File: src/rtl/cv32e40p_nmr_voter_monitor_if.sv
// Sample and result bundle between the replicated execution units and the
// N-modular-redundancy voter. The voter connects to the slave side; whoever
// produces replica samples and consumes results connects to the master side.
interface cv32e40p_nmr_voter_monitor_if #(
   parameter int unsigned DATA_WIDTH   = 32,
   parameter int unsigned NUM_REPLICAS = 3,
   parameter int unsigned CNT_WIDTH    = 8
);
   logic                               valid_i;
   logic [NUM_REPLICAS*DATA_WIDTH-1:0] data_i;
   logic                               cnt_clr_i;
   logic                               irq_ack_i;

   logic                               valid_o;
   logic [DATA_WIDTH-1:0]              winner_o;
   logic                               fault_o;
   logic                               uncorrectable_o;
   logic [NUM_REPLICAS-1:0]            dead_o;
   logic                               degraded_o;
   logic [CNT_WIDTH-1:0]               fault_cnt_o;
   logic                               irq_o;

   modport master (
      output valid_i, data_i, cnt_clr_i, irq_ack_i,
      input  valid_o, winner_o, fault_o, uncorrectable_o,
             dead_o, degraded_o, fault_cnt_o, irq_o
   );

   modport slave (
      input  valid_i, data_i, cnt_clr_i, irq_ack_i,
      output valid_o, winner_o, fault_o, uncorrectable_o,
             dead_o, degraded_o, fault_cnt_o, irq_o
   );
endinterface

File: src/rtl/cv32e40p_nmr_voter_monitor.sv
// N-modular-redundancy voter with per-replica fault bookkeeping.
// Replica words are voted bitwise over the live replicas. A replica that
// disagrees with the vote for FAULT_THRESHOLD consecutive correctable samples
// is retired permanently (until reset). All results are registered, so a
// sample taken at edge k is reported in cycle k+1.
// NUM_REPLICAS is expected to be odd in 3..7, FAULT_THRESHOLD in 1..15, and
// the interface instance must use the same DATA_WIDTH/NUM_REPLICAS/CNT_WIDTH.
module cv32e40p_nmr_voter_monitor #(
   parameter int unsigned DATA_WIDTH      = 32,
   parameter int unsigned NUM_REPLICAS    = 3,
   parameter int unsigned FAULT_THRESHOLD = 4,
   parameter int unsigned CNT_WIDTH       = 8
) (
   input logic                          clk,
   input logic                          rst,
   cv32e40p_nmr_voter_monitor_if.slave  bus
);

   localparam int unsigned CW = $clog2(FAULT_THRESHOLD + 1);
   localparam int unsigned NW = $clog2(NUM_REPLICAS + 1);
   localparam logic [CW-1:0] THR = CW'(FAULT_THRESHOLD);

   // registered state
   logic                    valid_q,  valid_d;
   logic [DATA_WIDTH-1:0]   winner_q, winner_d;
   logic                    fault_q,  fault_d;
   logic                    unc_q,    unc_d;
   logic [NUM_REPLICAS-1:0] dead_q,   dead_d;
   logic [CNT_WIDTH-1:0]    fcnt_q,   fcnt_d;
   logic                    irq_q,    irq_d;
   logic [CW-1:0]           cnt_q [NUM_REPLICAS];
   logic [CW-1:0]           cnt_d [NUM_REPLICAS];

   // combinational sample evaluation
   logic [NUM_REPLICAS-1:0] live;
   logic [DATA_WIDTH-1:0]   vote;
   logic [DATA_WIDTH-1:0]   tie_bit;
   logic                    tie_any;
   logic [NUM_REPLICAS-1:0] mismatch;
   logic [NUM_REPLICAS-1:0] hit;
   logic [NUM_REPLICAS-1:0] retire;
   logic                    block;
   logic                    sample_unc;
   logic                    sample_fault;

   assign live    = ~dead_q;
   assign tie_any = |tie_bit;

   for (genvar b = 0; b < DATA_WIDTH; b++) begin : g_bit
      logic [NW-1:0] ones;
      logic [NW-1:0] zeros;
      logic          first;

      // Per-bit population count over live replicas; on a tie the
      // lowest-index live replica decides the bit.
      always_comb begin
         ones  = '0;
         zeros = '0;
         first = 1'b0;
         for (int r = NUM_REPLICAS - 1; r >= 0; r--) begin
            if (live[r]) begin
               first = bus.data_i[r*DATA_WIDTH + b];
               if (bus.data_i[r*DATA_WIDTH + b]) begin
                  ones = ones + NW'(1);
               end else begin
                  zeros = zeros + NW'(1);
               end
            end
         end
      end

      assign tie_bit[b] = (ones == zeros);
      assign vote[b]    = (ones == zeros) ? first : (ones > zeros);
   end

   // A replica mismatches when it is live and its whole word differs from the vote.
   always_comb begin
      mismatch = '0;
      for (int r = 0; r < NUM_REPLICAS; r++) begin
         mismatch[r] = live[r] && (bus.data_i[r*DATA_WIDTH +: DATA_WIDTH] != vote);
      end
   end

   // Consecutive-mismatch counters and retirement decision. A tie freezes
   // counting because the vote itself cannot be trusted. Counters may still
   // sit at the threshold after a blocked retirement, so the next mismatch
   // on that replica retries the retirement.
   always_comb begin
      cnt_d = cnt_q;
      hit   = '0;
      for (int r = 0; r < NUM_REPLICAS; r++) begin
         if (bus.valid_i && live[r] && !tie_any) begin
            if (mismatch[r]) begin
               if (cnt_q[r] != THR) begin
                  cnt_d[r] = cnt_q[r] + CW'(1);
               end
               hit[r] = (cnt_d[r] == THR);
            end else begin
               cnt_d[r] = '0;
            end
         end
      end
      block        = (|hit) && (&(dead_q | hit));
      retire       = block ? '0 : hit;
      sample_unc   = bus.valid_i && (tie_any || block);
      sample_fault = bus.valid_i && ((|mismatch) || tie_any || block);
   end

   // Next values for the result, retirement, fault-count and interrupt registers.
   always_comb begin
      valid_d  = bus.valid_i;
      winner_d = winner_q;
      fault_d  = 1'b0;
      unc_d    = 1'b0;
      dead_d   = dead_q | retire;
      fcnt_d   = fcnt_q;
      irq_d    = irq_q;
      if (bus.valid_i) begin
         winner_d = vote;
         fault_d  = sample_fault;
         unc_d    = sample_unc;
      end
      if (sample_fault) begin
         if (bus.cnt_clr_i) begin
            fcnt_d = CNT_WIDTH'(1);
         end else if (!(&fcnt_q)) begin
            fcnt_d = fcnt_q + CNT_WIDTH'(1);
         end
      end else if (bus.cnt_clr_i) begin
         fcnt_d = '0;
      end
      if (|retire) begin
         irq_d = 1'b1;
      end else if (bus.irq_ack_i) begin
         irq_d = 1'b0;
      end
   end

   // State register with synchronous reset taking priority over any sample.
   always_ff @(posedge clk) begin
      if (rst) begin
         valid_q  <= 1'b0;
         winner_q <= '0;
         fault_q  <= 1'b0;
         unc_q    <= 1'b0;
         dead_q   <= '0;
         fcnt_q   <= '0;
         irq_q    <= 1'b0;
         for (int r = 0; r < NUM_REPLICAS; r++) begin
            cnt_q[r] <= '0;
         end
      end else begin
         valid_q  <= valid_d;
         winner_q <= winner_d;
         fault_q  <= fault_d;
         unc_q    <= unc_d;
         dead_q   <= dead_d;
         fcnt_q   <= fcnt_d;
         irq_q    <= irq_d;
         cnt_q    <= cnt_d;
      end
   end

   assign bus.valid_o         = valid_q;
   assign bus.winner_o        = winner_q;
   assign bus.fault_o         = fault_q;
   assign bus.uncorrectable_o = unc_q;
   assign bus.dead_o          = dead_q;
   assign bus.degraded_o      = |dead_q;
   assign bus.fault_cnt_o     = fcnt_q;
   assign bus.irq_o           = irq_q;

endmodule

File: src/flat_wrapper.sv
// flat-port wrapper written by rule: the top's interface ports become plain ports
module cv32e40p_nmr_voter_monitor_flat 
#(
   parameter int unsigned DATA_WIDTH      = 32,
   parameter int unsigned NUM_REPLICAS    = 3,
   parameter int unsigned FAULT_THRESHOLD = 4,
   parameter int unsigned CNT_WIDTH       = 8
)
  (clk, rst, bus_valid_i, bus_data_i, bus_cnt_clr_i, bus_irq_ack_i, bus_valid_o, bus_winner_o, bus_fault_o, bus_uncorrectable_o, bus_dead_o, bus_degraded_o, bus_fault_cnt_o, bus_irq_o);
  cv32e40p_nmr_voter_monitor_if #(.DATA_WIDTH(DATA_WIDTH), .NUM_REPLICAS(NUM_REPLICAS), .CNT_WIDTH(CNT_WIDTH)) bus_i ();
  input logic clk;
  input logic rst;
  input wire logic [$bits(bus_i.valid_i)-1:0] bus_valid_i;
  input wire logic [$bits(bus_i.data_i)-1:0] bus_data_i;
  input wire logic [$bits(bus_i.cnt_clr_i)-1:0] bus_cnt_clr_i;
  input wire logic [$bits(bus_i.irq_ack_i)-1:0] bus_irq_ack_i;
  output wire logic [$bits(bus_i.valid_o)-1:0] bus_valid_o;
  output wire logic [$bits(bus_i.winner_o)-1:0] bus_winner_o;
  output wire logic [$bits(bus_i.fault_o)-1:0] bus_fault_o;
  output wire logic [$bits(bus_i.uncorrectable_o)-1:0] bus_uncorrectable_o;
  output wire logic [$bits(bus_i.dead_o)-1:0] bus_dead_o;
  output wire logic [$bits(bus_i.degraded_o)-1:0] bus_degraded_o;
  output wire logic [$bits(bus_i.fault_cnt_o)-1:0] bus_fault_cnt_o;
  output wire logic [$bits(bus_i.irq_o)-1:0] bus_irq_o;
  assign bus_i.valid_i = bus_valid_i;
  assign bus_i.data_i = bus_data_i;
  assign bus_i.cnt_clr_i = bus_cnt_clr_i;
  assign bus_i.irq_ack_i = bus_irq_ack_i;
  assign bus_valid_o = bus_i.valid_o;
  assign bus_winner_o = bus_i.winner_o;
  assign bus_fault_o = bus_i.fault_o;
  assign bus_uncorrectable_o = bus_i.uncorrectable_o;
  assign bus_dead_o = bus_i.dead_o;
  assign bus_degraded_o = bus_i.degraded_o;
  assign bus_fault_cnt_o = bus_i.fault_cnt_o;
  assign bus_irq_o = bus_i.irq_o;
  cv32e40p_nmr_voter_monitor #(.DATA_WIDTH(DATA_WIDTH), .NUM_REPLICAS(NUM_REPLICAS), .FAULT_THRESHOLD(FAULT_THRESHOLD), .CNT_WIDTH(CNT_WIDTH)) u_core (.clk(clk), .rst(rst), .bus(bus_i));
endmodule
File: config.mk
export PLATFORM = sky130hd
export DESIGN_NAME = cv32e40p_nmr_voter_monitor_flat
export DESIGN_NICKNAME = d
export VERILOG_FILES = /design/src/rtl/cv32e40p_nmr_voter_monitor_if.sv /design/src/rtl/cv32e40p_nmr_voter_monitor.sv /design/src/flat_wrapper.sv
export SDC_FILE = /design/constraint.sdc
export NUM_CORES = 1
export LEC_CHECK = 0
export BUFFER_PORTS_ARGS = -buffer_cell sky130_fd_sc_hd__buf_2
export CAP_MARGIN = 40
export CORE_ASPECT_RATIO = 1.1
export CORE_MARGIN = 1.5
export CORE_UTILIZATION = 45
export CTS_CLUSTER_SIZE = 12
export DETAILED_ROUTE_END_ITERATION = 7
export SYNTH_ARGS = -nofsm -noshare
export SYNTH_HDL_FRONTEND = slang
export SYNTH_SLANG_ARGS = --single-unit
File: constraint.sdc
create_clock -name clk -period 6.2 [get_ports clk]
set_clock_uncertainty 0.15 [all_clocks]
set_input_delay 0.31 -clock clk [delete_from_list [all_inputs] [get_ports clk]]
set_output_delay 0.31 -clock clk [all_outputs]
set_load 0.005 [all_outputs]
==> results.json, run 1 <==
{
  "status": "complete, no violations",
  "power.total_mw": 2.43,
  "timing.rr.end": "u_core.bus.irq_o",
  "maxSlewHeadroom": 0.428,
  "synthCells": 1598,
  "yosys_warnings": 0,
  "synth_nets": 1834,
  "rows": 60,
  "rrSetupSlack_ns": 0.33,
  "critPathMaxFanout": 27,
  "hold_depth": 2,
  "async_flop_share": 0,
  "rr_startpoint": "u_core.bus.dead_o[2]",
  "dpl.hpwl_um": 39800,
  "grt_pass1_wl_um": 73900,
  "synth_seq_area_share": 0.100,
  "fin_ws_ns": 0.327,
  "holdWs_ns": 0.133,
  "track_usage": 0.374,
  "ant_nets": 0,
  "place.gp.congestion": 1.07,
  "rsz0062_at_grt": "no",
  "utilization": 0.517,
  "synth_cell_types": 85,
  "period_share": 0.947,
  "wl_per_cell_um": 24.5,
  "setup_viol": 0,
  "ys_ff_latch": 56,
  "setup-tns-final_ns": 0,
  "cts-root-buf": "clkbuf_16",
  "cts_tree": "yes",
  "rr_worst_depth": 18,
  "max_freq_mhz": 170,
  "wl_um": 50000,
  "drv_slew": 0,
  "cp_cell_sequence": "inv_1 > nand2_1 > buf_4 > nor2_1 > a21oi_1 > xnor2_1 > ha_1 > nand2b_1 > a21oi_1 > nor3_1 > nor4_1 > nand4_1 > nor4b_1 > buf_4 > nand4b_1 > a31o_2 > a211o_1 > a41oi_2",
  "netlist_area_um2": 11200,
  "cp-end-kind": "flop",
  "die_w_um": 153,
  "postSynthAreaPerCell_um2": 7.01,
  "crit_start": "u_core.bus.dead_o[2]",
  "power_density_nw_per_um2": 192,
  "holdCritStartpoint": "bus_cnt_clr_i",
  "core_area_um2": 24500,
  "grt_start_max_net_pins": 81,
  "antenna_found_initial": 2,
  "io_pins": 149,
  "cellLeakagePower_nw": 5.45,
  "period_minus_slack_ns": 5.87,
  "drt_iter0_markers": 1462,
  "holdPathEnd": "u_core.bus.fault_cnt_o[7]",
  "viasPerCell": 6.53,
  "cpPeakStageDelay_ns": 0.77,
  "hold_class": "in -> reg",
  "area_growth_pct": 12.9,
  "ctsHoldBuffers": 0,
  "vdd_drop_max_v": 0.000187,
  "nets": 1969,
  "htreeDepth": 2,
  "pre_cts_ws_ns": 0.534,
  "grt_overflow_total": 0,
  "synth_flop_cell": "dfxtp_1",
  "drive_gt1_frac": 0.141,
  "cap_violations": 0,
  "cts-resized-gates": 0,
  "grt_pass1_vias": 12000,
  "crit_arrival_ns": 5.96,
  "post_cts_buffers": 0,
  "dr.pass1.iters": 5,
  "clk_latency_ns": 0.30,
  "dieArea_um2": 25900,
  "cts_made_buffers": 5,
  "clk_pin_slew_ns": 0.08,
  "cts_buffer_depth": 2,
  "die_h_um": 168,
  "setup.worst_path.start_class": "flop",
  "initial_core_util": 0.458,
  "critPathRequiredTime_ns": 6.28,
  "io_buffer_count": 148,
  "synth-edff-count": 0,
  "crit_type": "reg -> reg",
  "clock_sinks": 56,
  "hold_violations": 0,
  "vias": 13400,
  "worstMarginPinSlew_ns": 0.853,
  "drc": 0,
  "crit_slowest_cell": "dfxtp_2"
}
report_power, final:
part           switching (mW)  internal (mW)
clock network           0.143          0.153
logic                    1.09          0.634
registers              0.0184          0.393
registers in the layout, indices dropped and copies added, names as in the netlist:
register / count
u_core.bus.uncorrectable_o: 1
u_core.bus.dead_o: 3
u_core.cnt_q: 9
u_core.bus.winner_o: 32
u_core.bus.fault_cnt_o: 8
u_core.bus.fault_o: 1
u_core.bus.valid_o: 1
u_core.bus.irq_o: 1
how the worst max path moves through the flow:
stage / end / slack (ns) / cells after the start
6_report: u_core.bus.irq_o / 0.33 / 18
3_5_place_dp: u_core.bus.fault_cnt_o[7] / 0.53 / 17
5_1_grt: u_core.bus.fault_cnt_o[7] / 0.16 / 18
2_1_floorplan: u_core.bus.fault_cnt_o[3] / 0.52 / 21
3_3_place_gp: u_core.bus.fault_cnt_o[7] / 0.59 / 19
4_1_cts: u_core.bus.fault_cnt_o[7] / 0.49 / 17
metrics by stage:
stage,cells,cell area [µm²]
finish,2045,12600
detailed placement,2036,12500
floorplan,1598,11200
global placement,2034,12500
CTS,2044,12600
global route,2044,12600
Yosys cell counts, drive strengths merged (14+ instances only):
| master | instances | area share |
|---|---|---|
| a2111oi | 15 | 0.015 |
| nor2 | 176 | 0.059 |
| or3 | 15 | 0.0084 |
| a22oi | 61 | 0.041 |
| mux2i | 34 | 0.030 |
| and3b | 16 | 0.013 |
| inv | 54 | 0.018 |
| buf | 29 | 0.016 |
| nand3 | 38 | 0.017 |
| a211oi | 41 | 0.030 |
| a21oi | 127 | 0.057 |
| nand4 | 28 | 0.016 |
| xor2 | 56 | 0.044 |
| clkbuf | 44 | 0.015 |
| a31oi | 21 | 0.012 |
| a32oi | 21 | 0.016 |
| nand2b | 39 | 0.022 |
| nor3 | 72 | 0.033 |
| xnor2 | 72 | 0.056 |
| a32o | 14 | 0.013 |
| nor2b | 70 | 0.040 |
| nor4 | 15 | 0.010 |
| ha | 135 | 0.15 |
| nand2 | 183 | 0.061 |
| dfxtp | 56 | 0.10 |
| o21ai | 53 | 0.024 |
routing by layer:
layer | wire [µm] | global-route usage
met5 | 0 | 0
met4 | 2430 | 0.163
met3 | 4470 | 0.0550
met2 | 21400 | 0.583
met1 | 21700 | 0.512
worst max-delay path: cells and delay by family, from the launching register on:
family / cells / cell delay, ns
and+or+nand+nor: 8 / 2.27
AOI/OAI and AO/OA: 5 / 1.54
DFF: 1 / 0.77
buffers and inverters: 3 / 0.65
adders and majority gates: 1 / 0.25
xor gates and xnor gates: 1 / 0.14
layout by cell type, fill, tap and decap left out, types with 5 or more instances in the layout:
cell type / n
buf_12: 6
a211o_1: 8
nor3_1: 71
and3b_1: 15
a32oi_1: 21
buf_2: 148
a211oi_1: 37
ha_1: 135
mux2i_1: 34
inv_1: 54
buf_4: 45
a2111oi_2: 5
clkbuf_16: 5
and3_1: 8
a32o_1: 14
and4b_1: 5
a22oi_1: 61
nor2_1: 176
nand2_1: 183
nand2b_1: 39
o21ai_0: 51
or4_1: 7
a31oi_1: 21
nand3_1: 38
a31o_2: 6
xnor2_1: 72
o22ai_1: 6
nand4_1: 28
a21oi_1: 127
nor2b_1: 67
nor4_1: 13
dfxtp_1: 53
a2111oi_0: 8
or3_1: 15
xor2_1: 56
layout make-up:
cell class                 instances  area [µm²]
timing repair buffer             201        1230
clock buffer                       5         125
antenna                            1        2.50
tap                              310         388
inverter                          55         208
sequential                        56        1130
fill                            2514       11800
multi-input combinational       1414        9540
clock inverter                     3        25.0
logic make-up after synthesis:
| family | count (synthesis) | synth area share |
|---|---|---|
| and+or+nand+nor | 696 | 0.310 |
| AOI/OAI and AO/OA | 419 | 0.258 |
| adders and majority gates | 135 | 0.151 |
| xor gates and xnor gates | 128 | 0.100 |
| buffers and inverters | 128 | 0.0487 |
| DFF | 56 | 0.100 |
| muxes | 36 | 0.0324 |
Note: power is estimated with default switching activity, not from simulation.
==> inputs of run 2 (changes only) <==
Settings changed: ABC_AREA set to 1, PLACE_DENSITY set to 0.65.
==> run 2 against run 1 <==
Sequential share of layout area rose by 0.98 points; synthesized area fell by 8.0%; via count fell by 15%.
==> results.json, run 2 <==
{
  "status": "complete, no violations",
  "power.total_mw": 2.10,
  "synth_cell_types": 33,
  "grt_overflow_total": 0,
  "clk_pin_slew_ns": 0.09,
  "grt_start_max_net_pins": 68,
  "vias": 11300,
  "maxSlewHeadroom": 0.470,
  "ys_top_cells_by_area": "nand2_1, ha_1, dfxtp_1",
  "nets": 2159,
  "setup-tns-final_ns": 0,
  "crit_type": "reg -> reg",
  "synth_nets": 2052,
  "cap_violations": 0,
  "dpl.hpwl_um": 24200,
  "netlist_area_um2": 10300,
  "async_flop_share": 0,
  "vdd_drop_max_v": 0.000152,
  "final_cell_count_no_fill": 2220,
  "synth_compound_area_frac": 0.0847,
  "antenna_found_initial": 1,
  "drc": 0,
  "final_common_cell": "nand2_1",
  "power_density_nw_per_um2": 185,
  "synth_xor_xnor_area_share": 0.130,
  "dpl.cell_count": 2211,
  "period_share": 0.807,
  "synthCells": 1816,
  "wl_per_cell_um": 13.7,
  "cts_buffer_depth": 2,
  "viasPerCell": 5.09,
  "cts-resized-gates": 0,
  "critPathRequiredTime_ns": 6.27,
  "largest_reg_flops": 32,
  "synth_top_area_share": 0.218,
  "drt_iter0_markers": 678,
  "synth_top_cell_by_area": "nand2_1",
  "utilization": 0.512,
  "initial_core_util": 0.463,
  "cellLeakagePower_nw": 6.24,
  "drv_slew": 0,
  "io_pins": 149,
  "hold_violations": 0,
  "clk_latency_ns": 0.32,
  "crit_arrival_ns": 5.08,
  "ctsHoldBuffers": 0,
  "worstMarginPinSlew_ns": 0.788,
  "setup.worst_path.start_class": "flop",
  "grt_pass1_vias": 10500,
  "synth_common_cells": "nand2_1, nor2_1, inv_1",
  "wl_um": 30500,
  "met3_usage": 0.0287,
  "top_usage_layer": "met2",
  "setup_viol": 0,
  "use_met1": 0.326,
  "area_growth_pct": 10.6,
  "synth.most_common_cell": "nand2_1",
  "rrSetupSlack_ns": 1.19,
  "muxShareOfSynthArea": 0,
  "met2_usage": 0.458,
  "period_minus_slack_ns": 5.01,
  "post_cts_buffers": 0,
  "synth_top_family_by_area": "simple AND/OR/NAND/NOR gates",
  "ant_nets": 0,
  "ys_ff_latch": 56,
  "hold_class": "in -> reg",
  "track_usage": 0.258,
  "yosys_warnings": 0,
  "rsz0062_at_grt": "no",
  "cts_made_buffers": 5,
  "synth-edff-count": 0,
  "dieArea_um2": 23800,
  "mostFrequentLayoutCells": "nand2_1, nor2_1, inv_1",
  "max_freq_mhz": 200,
  "core_area_um2": 22300,
  "fillers": 2403,
  "cts_tree": "yes",
  "dr.pass1.iters": 7,
  "synth_flop_cell": "dfxtp_1",
  "place.gp.congestion": 0.950,
  "rows": 57,
  "io_buffer_count": 148,
  "die_h_um": 162,
  "die_w_um": 147,
  "cts-root-buf": "clkbuf_16",
  "cp-end-kind": "flop",
  "grt_pass1_wl_um": 50100,
  "synthSimpleGateAreaFrac": 0.409,
  "synth_seq_area_share": 0.109,
  "postSynthAreaPerCell_um2": 5.68,
  "htreeDepth": 2,
  "synthAdderAreaFrac": 0.164,
  "drive_gt1_frac": 0.110,
  "critPathMaxFanout": 39,
  "clock_sinks": 56
}
## run 2: cell types whose count changed in the layout (fill, tap and decap cells not counted), moves of 34 or more
cell      delta
a211oi_1    -37
nor3_1      -35
nand3_1     +53
mux2i_1     -34
a21oi_1     -39
nand2_1    +415
nor2b_1     -67
nor2_1      +71
nand2b_1    -39
inv_1      +151
a22oi_1     -61
buf_4       -37
## run 2: where the power goes
part | switching (mW) | internal [mW] | total [mW]
sequential | 0.0155 | 0.392 | 0.408
clock | 0.178 | 0.155 | 0.333
combinational | 0.867 | 0.495 | 1.36
## run 2: logic make-up (layout without fill, tap and decap cells)
| family | count (synthesis) | after routing |
|---|---|---|
| and+or+nand+nor | 1034 | 1034 |
| buffers and inverters | 266 | 374 |
| AOI/OAI and AO/OA | 172 | 172 |
| xor gates and xnor gates | 153 | 153 |
| adders and majority gates | 135 | 135 |
| DFF | 56 | 56 |
| other | 0 | 1 |
## run 2: per-stage QoR
step / hold WS, ns / instance area, µm² / setup slack, ns
3_5_place_dp: 0.336 / 11200 / 1.42
4_1_cts: 0.134 / 11400 / 1.38
5_1_grt: 0.176 / 11400 / 0.764
3_3_place_gp: 0.325 / 11200 / 1.47
2_1_floorplan: 0.229 / 10300 / 1.97
6_report: 0.149 / 11400 / 1.19
## run 2: worst max-delay path: stages, from the launching register on
cell and delay, ns:
dfxtp_4 0.50, inv_2 0.57, buf_4 0.43, nand2_1 0.08, nand2_1 0.10, nand2_1 0.07
xnor2_1 0.13, ha_1 0.29, nand2_1 0.15, nand4_1 0.11, nor4_1 0.71, nand2_1 0.29
nor3_1 0.46, nand3_1 0.21, nand2_1 0.10, nand2_1 0.09, inv_1 0.06, nand2_1 0.08
nand2_1 0.10, nand3_1 0.07, nand2_1 0.06, inv_1 0.03
## run 2: routing by layer
metal	up-vias	routed length [µm]	share of wire
li1	5923	-	-
met1	5052	13800	0.45
met2	275	14300	0.47
met3	46	1550	0.051
met4	0	803	0.026
met5	-	0	0
## run 2: final timing paths
kind | start | endpoint | cells past startpoint
max | u_core.bus.dead_o[1] | u_core.bus.irq_o | 21
min | bus_cnt_clr_i | u_core.bus.fault_cnt_o[5] | 4
max reg2reg | u_core.bus.dead_o[1] | u_core.bus.irq_o | 21
min reg2reg | u_core.cnt_q[4] | u_core.cnt_q[4] | 2
## run 2: final cells by class
cell class                      count  area, µm²  share of cell area
Multi-Input combinational cell   1494       8120               0.713
Sequential cell                    56       1130              0.0991
Timing Repair Buffer              158        841              0.0738
Inverter                          208        783              0.0687
Tap cell                          295        369              0.0324
Clock buffer                        5        125              0.0110
Clock inverter                      3       26.3             0.00230
Antenna cell                        1       2.50            0.000220
==> inputs of run 3 (changes only) <==
Settings changed: PLACE_DENSITY 0.65 to 0.68.
Clock period 6.2 ns to 4.6 ns, I/O delays scaled along.
==> run 3 against run 2 <==
Clock power rose by 34%; cell count rose by 0.41%; final area rose by 1.2%; critical path depth rose by 1; core utilization rose by 0.63 points; non-clock buffer count rose by 9; worst setup slack got worse by 0.80 ns; critical endpoint unchanged; largest cell class unchanged.
==> results.json, run 3 (same netlist as run 2, synthesis figures left out) <==
{
  "status": "complete, no violations",
  "largest_reg_flops": 32,
  "cts_buffer_depth": 2,
  "ctsHoldBuffers": 0,
  "dieArea_um2": 23800,
  "crit_arrival_ns": 4.28,
  "swShare": 0.505,
  "cap_violations": 0,
  "cpMostUsedCell": "nand2_1",
  "power.share.clock": 0.157,
  "cp-end-kind": "flop",
  "ant_nets": 0,
  "drt_iter0_markers": 767,
  "cts_made_buffers": 5,
  "worstMarginPinSlew_ns": 0.749,
  "viasPerCell": 5.21,
  "cts-resized-gates": 0,
  "dr.pass1.iters": 5,
  "clk_latency_ns": 0.33,
  "period_minus_slack_ns": 4.20,
  "hold_class": "in -> reg",
  "vdd_drop_max_v": 0.000177,
  "grt_start_max_net_pins": 85,
  "die_h_um": 162,
  "setup.worst_path.start_class": "flop",
  "max_freq_mhz": 238,
  "area_growth_pct": 11.9,
  "htreeDepth": 2,
  "clock_sinks": 56,
  "maxSlewHeadroom": 0.500,
  "drive_gt1_frac": 0.114,
  "p_int_mw": 1.41,
  "crit_type": "reg -> reg",
  "grt_overflow_total": 0,
  "hold_violations": 0,
  "fillers": 2390,
  "antenna_found_initial": 1,
  "power_density_nw_per_um2": 246,
  "rows": 57,
  "track_usage": 0.263,
  "io_buffer_count": 148,
  "initial_core_util": 0.463,
  "wl_um": 31700,
  "clk_pin_slew_ns": 0.08,
  "grt_pass1_wl_um": 50700,
  "grt_pass1_vias": 10700,
  "mostFrequentLayoutCells": "nand2_1, nor2_1, inv_1",
  "pwr-share-seq": 0.195,
  "vias": 11600,
  "cp_cell_sequence": "inv_2 > buf_4 > nand2_1 > inv_1 > ha_1 > o21ai_0 > nor3_1 > xnor2_1 > ha_1 > nand2_1 > nand4_1 > nor4_1 > buf_4 > nand2_1 > nor3_1 > nand4_1 > nand2_1 > nand2_1 > nand2_1 > nand3_1 > nand2_1 > inv_1",
  "combinationalPowerShare": 0.648,
  "p_switching_mw": 1.43,
  "wl_per_cell_um": 14.2,
  "place.gp.congestion": 0.898,
  "cellLeakagePower_nw": 6.30,
  "post_cts_buffers": 0,
  "drv_slew": 0,
  "holdWs_ns": 0.0687,
  "cts_tree": "yes",
  "critPathRequiredTime_ns": 4.68,
  "power.total_mw": 2.84,
  "drc": 0,
  "nets": 2168,
  "die_w_um": 147,
  "setup-tns-final_ns": 0,
  "critPathMaxFanout": 9,
  "io_pins": 149,
  "cpPeakStageDelay_ns": 0.37,
  "rsz0062_at_grt": "no",
  "setup_viol": 0,
  "core_area_um2": 22300,
  "period_share": 0.914,
  "crit_slowest_cell": "dfxtp_2",
  "dpl.hpwl_um": 24200,
  "final_common_cell": "nand2_1",
  "cts-root-buf": "clkbuf_16"
}
[run 3: changes by cell type in the layout (fill, tap and decap cells not counted), sizes merged]
cell	change
buf	+8
clkinv	-1
clkbuf	+1
clkinvlp	+1
[run 3: worst max-delay path, delay by kind of cell (launching register included)]
family	cells	cell delay, ns
flops	1	0.37
xor+xnor	1	0.16
compound gates	1	0.26
simple gates	13	1.89
fa+ha+maj	2	0.52
buf+inv	5	0.74
[run 3: power groups by stage]
stage               clock [mW]  combinational, mW  sequential [mW]
floorplan                    0               1.31            0.566
global placement             0               1.79            0.565
detailed placement           0               1.82            0.565
CTS                      0.457               1.83            0.554
global route             0.465               2.10            0.560
finish                   0.446               1.84            0.554
[run 3: path summary, 6_finish.rpt]
path / start / end / slack [ns] / depth (start not counted)
worst max-delay path: u_core.bus.dead_o[2] / u_core.bus.irq_o / 0.40 / 22
worst min-delay path: bus_cnt_clr_i / u_core.bus.fault_cnt_o[5] / 0.07 / 4
worst max register to register: u_core.bus.dead_o[2] / u_core.bus.irq_o / 0.40 / 22
worst min register to register: u_core.cnt_q[7] / u_core.cnt_q[7] / 0.35 / 2
[run 3: per-layer routing]
layer | track usage | share of wire
met1 | 0.323 | 0.43
met2 | 0.462 | 0.47
met3 | 0.0301 | 0.065
met4 | 0.110 | 0.038
met5 | 0 | 0
[run 3: through the flow]
step	utilization	cell area, µm²	worst slack, ns	std cells
after global placement	0.510	11400	0.455	2219
final	0.519	11500	0.396	2229
after global routing	0.519	11500	0.0165	2229
after floorplan	-	10300	0.365	1816
after detailed placement	0.510	11400	0.350	2219
after CTS	0.517	11500	0.342	2227
[run 3: final cells by class]
cell class              instances  area, µm²  area share
clock inverters                 3       25.0     0.00217
flip-flops and latches         56       1130      0.0979
diodes                          1       2.50    0.000217
clock buffers                   5        125      0.0108
well taps                     295        369      0.0320
multi-input cells            1494       8130       0.704
inverters                     208        783      0.0679
repair buffers                167        976      0.0846
